==> src/rtl/carry_look_ahead_adder_4b.sv <==
// 4-bit carry-look-ahead adder with a combinational result, a registered copy, and group P/G for cascading.
// Optional CLA_OVERFLOW_EN adds signed overflow outputs ovf (combinational) and ovf_q (registered).
module carry_look_ahead_adder_4b (
  input  logic       clk,
  input  logic       rst_n,
  input  logic [3:0] a,
  input  logic [3:0] b,
  input  logic       c_in,
  input  logic       in_valid,
  output logic [3:0] sum,
  output logic       c_out,
  output logic       p_grp,
  output logic       g_grp,
  output logic [3:0] sum_q,
  output logic       c_out_q,
  output logic       out_valid
`ifdef CLA_OVERFLOW_EN
  ,
  output logic       ovf,
  output logic       ovf_q
`endif
);

  logic [3:0] w_g;
  logic [3:0] w_p;
  logic [4:0] w_c;

  assign w_g = a & b;
  assign w_p = a ^ b;

  // Every carry is a flat sum-of-products of g/p and c_in; no carry feeds another.
  assign w_c[0] = c_in;
  assign w_c[1] = w_g[0]
                | (w_p[0] & c_in);
  assign w_c[2] = w_g[1]
                | (w_p[1] & w_g[0])
                | (w_p[1] & w_p[0] & c_in);
  assign w_c[3] = w_g[2]
                | (w_p[2] & w_g[1])
                | (w_p[2] & w_p[1] & w_g[0])
                | (w_p[2] & w_p[1] & w_p[0] & c_in);
  assign w_c[4] = w_g[3]
                | (w_p[3] & w_g[2])
                | (w_p[3] & w_p[2] & w_g[1])
                | (w_p[3] & w_p[2] & w_p[1] & w_g[0])
                | (w_p[3] & w_p[2] & w_p[1] & w_p[0] & c_in);

  assign sum   = w_p ^ w_c[3:0];
  assign c_out = w_c[4];

  // Group terms exclude c_in so a second-level CLA can combine them.
  assign p_grp = &w_p;
  assign g_grp = w_g[3]
               | (w_p[3] & w_g[2])
               | (w_p[3] & w_p[2] & w_g[1])
               | (w_p[3] & w_p[2] & w_p[1] & w_g[0]);

  // Handshake: in_valid is a one-cycle capture strobe with no ready; out_valid
  // follows it one edge later, and the registered result holds while in_valid is low.
  logic [3:0] r_sum_q;
  logic       r_c_out_q;
  logic       r_out_valid;

  always_ff @(posedge clk or negedge rst_n) begin
    if (!rst_n) begin
      r_sum_q     <= 4'd0;
      r_c_out_q   <= 1'b0;
      r_out_valid <= 1'b0;
    end else begin
      r_out_valid <= in_valid;
      if (in_valid) begin
        r_sum_q   <= sum;
        r_c_out_q <= c_out;
      end
    end
  end

  assign sum_q     = r_sum_q;
  assign c_out_q   = r_c_out_q;
  assign out_valid = r_out_valid;

`ifdef CLA_OVERFLOW_EN
  logic w_ovf;
  logic r_ovf_q;

  assign w_ovf = w_c[4] ^ w_c[3];

  always_ff @(posedge clk or negedge rst_n) begin
    if (!rst_n) begin
      r_ovf_q <= 1'b0;
    end else if (in_valid) begin
      r_ovf_q <= w_ovf;
    end
  end

  assign ovf   = w_ovf;
  assign ovf_q = r_ovf_q;
`endif

endmodule

==> config.mk <==
export PLATFORM = sky130hd
export DESIGN_NAME = carry_look_ahead_adder_4b
export DESIGN_NICKNAME = d
export VERILOG_FILES = /design/src/rtl/carry_look_ahead_adder_4b.sv
export SDC_FILE = /design/constraint.sdc
export NUM_CORES = 1
export LEC_CHECK = 0
export BUFFER_PORTS_ARGS = -buffer_cell sky130_fd_sc_hd__buf_2
export CAP_MARGIN = 20
export CORE_AREA = 5 5 42 44
export CTS_BUF_LIST = sky130_fd_sc_hd__clkbuf_16
export DETAILED_ROUTE_END_ITERATION = 6
export DIE_AREA = 0 0 47 49
export MAX_ROUTING_LAYER = met4
export PLACE_DENSITY = 0.7
export SKIP_CTS_REPAIR_TIMING = 1
export SYNTH_ARGS = -nofsm -noshare
export SYNTH_HDL_FRONTEND = slang
export SYNTH_SLANG_ARGS = --single-unit
==> constraint.sdc <==
create_clock -name clk -period 1.5 [get_ports clk]
set_clock_uncertainty 0.1 [all_clocks]
set_input_delay 0.075 -clock clk [delete_from_list [all_inputs] [get_ports clk]]
set_output_delay 0.075 -clock clk [all_outputs]
set_load 0.01 [all_outputs]
# Yosys cells after proc, flatten, opt, wreduce, memory -nomap -nowiden
# Cells that the tools add are included.
# classes
bitwise_logic	29
reduce_logical	1
# ops
cell	n
$and 1x1->1	16
$or 1x1->1	10
$xor 4x4->4	2
$and 4x4->4	1
$reduce_and 4->1	1
# word_totals
reg_bits	6
inputBits	12
out_inout_bits	13
elab_cells	33

# Longest topological paths before layout
# Gate-level depths: netlist of the first run.
# logic_depth
ltp_word	6
ltp_mapped	5

# Worst setup path before layout of the first run
# Ideal clock, no wire load.
# synth_path
path_type	input to output
from	input port a[2]
to	output port sum[3]
arrival_ns	1.071
t_required_ns	1.325
slack_ns	0.254
path_stages	5
cell_sequence	ha_1 -> buf_6 -> and4_4 -> a211oi_2 -> xnor2_1
# synth_between
elab_chain_len	6
# synth_rtl
item	line	rtl
from (decl)	6	input logic [3:0] a,
$xor 4x4->4	29	assign w_p = a ^ b;
$and 1x1->1, on equally long branches	39, 40, 41	
$or 1x1->1 (tied with other cells)	39	| (w_p[2] & w_g[1])
$or 1x1->1 or $and 1x1->1 (tied branches)	40, 41	
$or 1x1->1 *	41	| (w_p[2] & w_p[1] & w_p[0] & c_in);
$xor 4x4->4 *	48	assign sum = w_p ^ w_c[3:0];
to (decl)	10	output logic [3:0] sum,
# Mark *: on every way between the ends. The rest lies on a longest branch, timed or not.

# Worst setup path in the final report of the first run
# layout_path
from	input port a[1]
to	output port sum[3]
# layout_between
elab_chain_len	6
# layout_rtl
item	line
$and 4x4->4 or $xor 4x4->4 (tied branches)	28, 29
$and 1x1->1, on equally long branches	39, 40, 41
$or 1x1->1 (tied with other cells)	39
$or 1x1->1 or $and 1x1->1 (tied branches)	40, 41
$or 1x1->1 *	41
$xor 4x4->4 *	48
# Marked as above.

==> summary.txt, run 1 <==
Finish
  • Layout area overhead: 47.6%
  • Commonest non-fill, non-tap cells in the layout: buf_2, dfrtp_1, inv_1, ha_1, nand3_1
  • # nets final: 99
  • Non-filler instance count after layout: between 90 and 100
  • Share of cells above drive strength 1: between 40% and 50%
  • Core Util, Final: 51.8%
  • Multi-input gate area: 303 µm²
  • Fill cells: 146
  • N_diodes: 0
  • Flip-flop and latch area: 150 µm²
  • Most common cell after layout, fill and taps aside: buf_2

Routing
  • Routed WL per cell: between 10 and 15 µm
  • # DRC: 0
  • Via/cell ratio: 4.85
  • Initial drt markers: 2
  • Via Count: 461
  • Remaining antenna violation count after routing: 0
  • Drt pass-1 iters: 4
  • Wirelength, routed: about 1100 µm

Critical path
  • CP Class: in -> out
  • R2R cell count: 2
  • Crit path to: sum[3]
  • Critical Path RT: 1.32 ns
  • Worst Path Max Fanout: 4
  • R2R setup slack: 0.49 ns
  • CP arrival: 1.24 ns
  • Worst reg2reg path startpoint: sum_q[3]$_DFFE_PN0P_
  • Worst setup SP type: primary input
  • Crit path from: a[1]
  • RR Endpoint: sum_q[3]$_DFFE_PN0P_
  • Setup crit end kind: output port

CTS
  • Clock slew at reported path FFs: 0.03 ns
  • CTS tree: yes
  • Cts bufs inserted: 3
  • Longest Clk Path Bufs: 2
  • Skew-Pair Late Insertion Delay: 0.23 ns
  • H-tree lvl count: 1
  • Root buf cell: clkbuf_16
  • Number of clock sinks: 6

Synthesis
  • Area share of the largest cell type after synthesis: between 30% and 40%
  • Synth Instances: 50
  • Flops & latches, synth: 6
  • Sequential-to-total area share from yosys stat: 30.5%
  • Yosys warns: 0
  • Mean post-synth cell area: 9.83 µm²
  • Distinct cell type count after synthesis: 25
  • Post-Syn Area: 492 µm²
  • Top cells by area, synth: dfrtp_1, ha_1, xnor2_1
  • Synth Net Count: slightly below 70
  • Largest area contributor in the synthesized netlist: dfrtp_1

Floorplanning
  • Die area: about 0.0023 mm²
  • FP Rows: 14
  • # IOs: 25
  • Chip height: 49 µm
  • Core area: 0.00140 mm²
  • Die Width: 47 µm
  • Starting density of the core: 35.1%

Global route
  • Pin count of the biggest net entering global routing: 11
  • Number of global-route vias before repair: 454
  • All-Layer GR Usage: 11.8%
  • Initial antenna violation count: 0
  • GRT overflow: 0
  • First-pass GRT wire length: around 1900 µm

Placement
  • I/O Buffers: 24
  • Final Wtd Congestion: 0.766
  • DP Wirelength: 917 µm
  • Dpl cells: 90

Status
  • Run status: completed

Power and ir drop
  • Pwr/cell area: 1210 mW/mm²
  • Maximum vdd drop: 0.000420 V
  • Leakage Power: roughly 0.0004 µW

STA
  • Final hold slack: between 0.08 and 0.09 ns
  • RSZ-0062 raised after global routing: false
  • Slew HR: 83.5%
  • Tmin final: 1.42 ns
  • Final Hold Vio Count: 0
  • Fmax achieved: 706 MHz
  • Final slew viol count: 0
  • Setup violators final: 0
  • Fin crit share: 94.4%
  • Total negative slack: 0 ns
  • Slew @ Worst Pin: around 0.25 ns

Min path
  • Hold Path Class: in -> reg

Run
  • Max_cap viols: 0
-- Yosys cell counts (all sizes together) --
| cell | number |
|---|---|
| xnor2 | 3 |
| nor2b | 2 |
| mux2 | 2 |
| inv | 6 |
| a31oi | 2 |
| a22oi | 1 |
| nand3 | 4 |
| a211o | 2 |
| dfrtp | 6 |
| and3b | 1 |
| nor2 | 1 |
| a21oi | 1 |
| a21o | 3 |
| buf | 2 |
| a221oi | 1 |
| nand3b | 1 |
| a211oi | 1 |
| fa | 1 |
| and4 | 2 |
| ha | 5 |
| nand2 | 3 |
-- layout make-up --
class | count | area share (%)
clock buffers | 3 | 10.3
inverters | 6 | 3.10
multi-input cells | 36 | 41.7
flip-flops and latches | 6 | 20.7
well taps | 16 | 2.76
repair buffers | 28 | 21.4
-- sequential cells by signal, indices dropped and copies added, names as in the netlist --
| name | flops |
|---|---|
| sum_q | 4 |
| c_out_q | 1 |
| out_valid | 1 |
-- through the flow --
step,worst slack [ns],instance area [µm²],power (µW)
2_1_floorplan,0.254,492,350
3_3_place_gp,0.0762,631,441
3_5_place_dp,0.0544,631,446
4_1_cts,0.0412,706,883
5_1_grt,0.0110,726,925
6_report,0.0846,726,876
-- worst max-delay path: stages --
cell      delay (ns)
buf_2           0.10
ha_1            0.33
a21o_1          0.23
a211oi_2        0.22
xnor2_1         0.14
buf_2           0.15
-- report_power, final --
group | internal, µW | switching [µW] | total, µW
Combinational | 117 | 126 | 242
Sequential | 189 | 12.8 | 202
Clock | 342 | 89.0 | 431
-- routing by layer --
metal	up-vias	global-route usage, %	part of all wire [%]
li1	238	-	-
met1	208	13.5	40
met2	12	17.9	52
met3	3	1.11	5.0
met4	0	9.68	2.7
met5	-	-	0
-- cell families after synthesis --
group           share of synthesized area, %
simple gates                            17.3
compound gates                          17.6
buf+inv                                 7.89
fa+ha+maj                               16.8
flops                                   30.5
xor+xnor                                5.34
mux                                     4.58
-- worst min-delay path by stage --
stage,from,endpoint,cells after the start
floorplan,rst_n,c_out_q$_DFFE_PN0P_,0
finish,c_in,c_out_q$_DFFE_PN0P_,3
detailed placement,rst_n,c_out_q$_DFFE_PN0P_,1
global placement,rst_n,out_valid$_DFF_PN0_,1
CTS,rst_n,sum_q[2]$_DFFE_PN0P_,1
global route,c_in,c_out_q$_DFFE_PN0P_,3
Power figures use the tool's default switching activity.
==> run 2: changes to the inputs <==
Settings changed: ABC_AREA set to 1, PLACE_DENSITY 0.7 to 0.67.
==> summary.txt, run 2 <==
CTS
  • Skew-Pair Late Insertion Delay: 0.23 ns (about the same)
  • Cts bufs inserted: 3 (unchanged)
  • Root buf cell: clkbuf_16
  • Longest Clk Path Bufs: 2 (unchanged)
  • Number of clock sinks: 6 (unchanged)
  • CTS tree: yes
  • Clock slew at reported path FFs: 0.03 ns (about the same)
  • H-tree lvl count: 1 (unchanged)

Finish
  • Share of cells above drive strength 1: 33.7% (-9.3 points)
  • Core Util, Final: 49.4% (-2.4 points)
  • Most common cell after layout, fill and taps aside: buf_2
  • Layout area overhead: 51.5%
  • Design Area, Final: 692 µm² (-4.7%)
  • Commonest non-fill, non-tap cells in the layout: buf_2, nand2_1, inv_1, nand3_1, dfrtp_1
  • Non-filler instance count after layout: 105 (+11%)
  • N_diodes: 0 (unchanged)
  • Largest register FFs: 4 (unchanged)
  • # nets final: 109 (+10%)

Synthesis
  • Yosys warns: 0 (unchanged)
  • Distinct cell type count after synthesis: 16 (-36%)
  • Top cells by area, synth: dfrtp_1, nand2_1, ha_1
  • Largest area contributor in the synthesized netlist: dfrtp_1
  • Sequential-to-total area share from yosys stat: 32.9% (+2.3 points)
  • Post-synth EDFFs: 0 (unchanged)
  • Flops & latches, synth: 6 (unchanged)
  • Mean post-synth cell area: 7.61 µm² (-23%)
  • Synth top cells by count: nand2_1, inv_1, dfrtp_1, nand3_1, ha_1
  • Async SR Flop Fraction: 100% (unchanged)
  • Most common cell in the netlist: nand2_1
  • Synth Instances: 60 (+20%)
  • Area share of the largest cell type after synthesis: 32.9% (+2.3 points)
  • Synth Net Count: 78 (+15%)
  • Leading register cell type out of synthesis: dfrtp_1
  • Post-Syn Area: 457 µm² (-7.1%)

Critical path
  • Critical Path RT: 1.32 ns (about the same)
  • Worst reg2reg path startpoint: sum_q[0]$_DFFE_PN0P_
  • Setup crit end kind: output port
  • R2R setup slack: 0.78 ns (+0.29 ns)
  • Worst Path Max Fanout: 6 (+2)
  • CP Class: in -> out
  • RR Endpoint: sum_q[0]$_DFFE_PN0P_
  • CP arrival: 1.20 ns (-0.04 ns)
  • R2R cell count: 2 (unchanged)
  • Crit path from: a[1]
  • Worst setup SP type: primary input

STA
  • Final slew viol count: 0 (unchanged)
  • Total negative slack: 0 ns (unchanged)
  • Setup violators final: 0 (unchanged)
  • Fmax achieved: 730 MHz (+3.3%)
  • Slew HR: 86.2% (+2.7 points)
  • PnR worst setup slack: 0.130 ns (+0.0450 ns)
  • Tmin final: 1.37 ns (-0.0450 ns)
  • RSZ-0062 raised after global routing: false
  • Slew @ Worst Pin: 0.207 ns (-0.0402 ns)
  • Final Hold Vio Count: 0 (unchanged)
  • Fin crit share: 91.4% (-3.0 points)

Floorplanning
  • FP Rows: 14 (unchanged)
  • Starting density of the core: 32.6% (-2.5 points)
  • Core area: 0.00140 mm² (unchanged)
  • # IOs: 25 (unchanged)
  • Die Width: 47 µm (unchanged)
  • Chip height: 49 µm (unchanged)
  • Die area: 0.00230 mm² (unchanged)

Run
  • Max_cap viols: 0 (unchanged)

Power and ir drop
  • Leakage Power: 0.000405 µW (+2.3%)
  • Pwr/cell area: 1210 mW/mm² (about the same)
  • Maximum vdd drop: 0.000420 V (+0.15%)

Routing
  • Via/cell ratio: 4.63 (-4.6%)
  • # DRC: 0 (unchanged)
  • Wirelength, routed: 1070 µm (-5.7%)
  • Drt pass-1 iters: 2 (-2)
  • Initial drt markers: 1 (-1)
  • Remaining antenna violation count after routing: 0 (unchanged)
  • Via Count: 486 (+5.4%)
  • Routed WL per cell: 10.2 µm (-15%)

Placement
  • I/O Buffers: 24 (unchanged)
  • Dpl ws: 0.133 ns (+0.0783 ns)
  • Dpl cells: 100 (+11%)
  • DP Wirelength: 931 µm (+1.6%)
  • Final Wtd Congestion: 0.760 (-0.81%)
  • DP Area: 597 µm² (-5.4%)

Global route
  • All-Layer GR Usage: 10.5% (-1.4 points)
  • Pin count of the biggest net entering global routing: 7 (-4)
  • Initial antenna violation count: 0 (unchanged)
  • Number of global-route vias before repair: 450 (-0.88%)
  • First-pass GRT wire length: 1650 µm (-14%)
  • GRT overflow: 0 (unchanged)

Min path
  • Hold Path Class: in -> async

Status
  • Run status: completed
==> run 2: cell types whose count changed in the layout (fill, tap and decap cells not counted), sizes merged, moves of 2 or more <==
cell   delta
xnor2     -2
and2      +2
nand2    +20
nand3     +3
nand4     +2
a31oi     -2
nor2b     -2
inv       +2
and4      -2
a211o     -2
buf       -2
mux2      -2
a21o      -3
==> run 2: critical path, stage by stage <==
cell and delay, ns:
buf_2 0.10, ha_1 0.39, nand2_1 0.11, nand2_1 0.08
nand2_1 0.06, nand2_1 0.06, nand2_1 0.06, and2_1 0.13
buf_2 0.13
==> run 2: final cells by class <==
| class | count | area [µm²] |
|---|---|---|
| fill | 151 | 709 |
| multi-input combinational | 46 | 277 |
| sequential | 6 | 150 |
| timing repair buffer | 26 | 140 |
| clock buffer | 3 | 75.1 |
| inverter | 8 | 30.0 |
| tap | 16 | 20.0 |
==> run 2: layer usage <==
metal / GRT usage (%) / routed length, µm / vias up
li1: - / - / 249
met1: 11.0 / 429 / 208
met2: 15.2 / 486 / 24
met3: 2.58 / 106 / 5
met4: 9.68 / 44 / 0
met5: - / 0 / -
==> run 2: kinds of logic (layout without fill, tap and decap cells) <==
family	after synthesis	in the layout	share of synthesized area (%)
flops	6	6	32.9
simple gates	37	37	38.4
compound gates	2	2	2.19
buf+inv	8	37	6.58
xor+xnor	1	1	1.92
fa+ha+maj	6	6	18.1
==> run 2: worst max-delay path by stage <==
stage | endpoint | cells past startpoint
final | sum[3] | 9
after detailed placement | sum[3] | 9
after floorplan | sum[3] | 6
after CTS | sum[3] | 9
after global routing | sum[3] | 9
after global placement | sum[3] | 9
==> run 2: through the flow <==
step,power [µW],hold slack [ns]
3_3_place_gp,407,-0.201
2_1_floorplan,325,-0.321
4_1_cts,841,-0.437
3_5_place_dp,412,-0.200
5_1_grt,873,0.130
6_report,835,0.105
==> run 2: report_power, final <==
part | internal, µW | switching (µW)
logic | 93.8 | 120
registers | 186 | 10.8
clock network | 341 | 83.2
total | 621 | 214
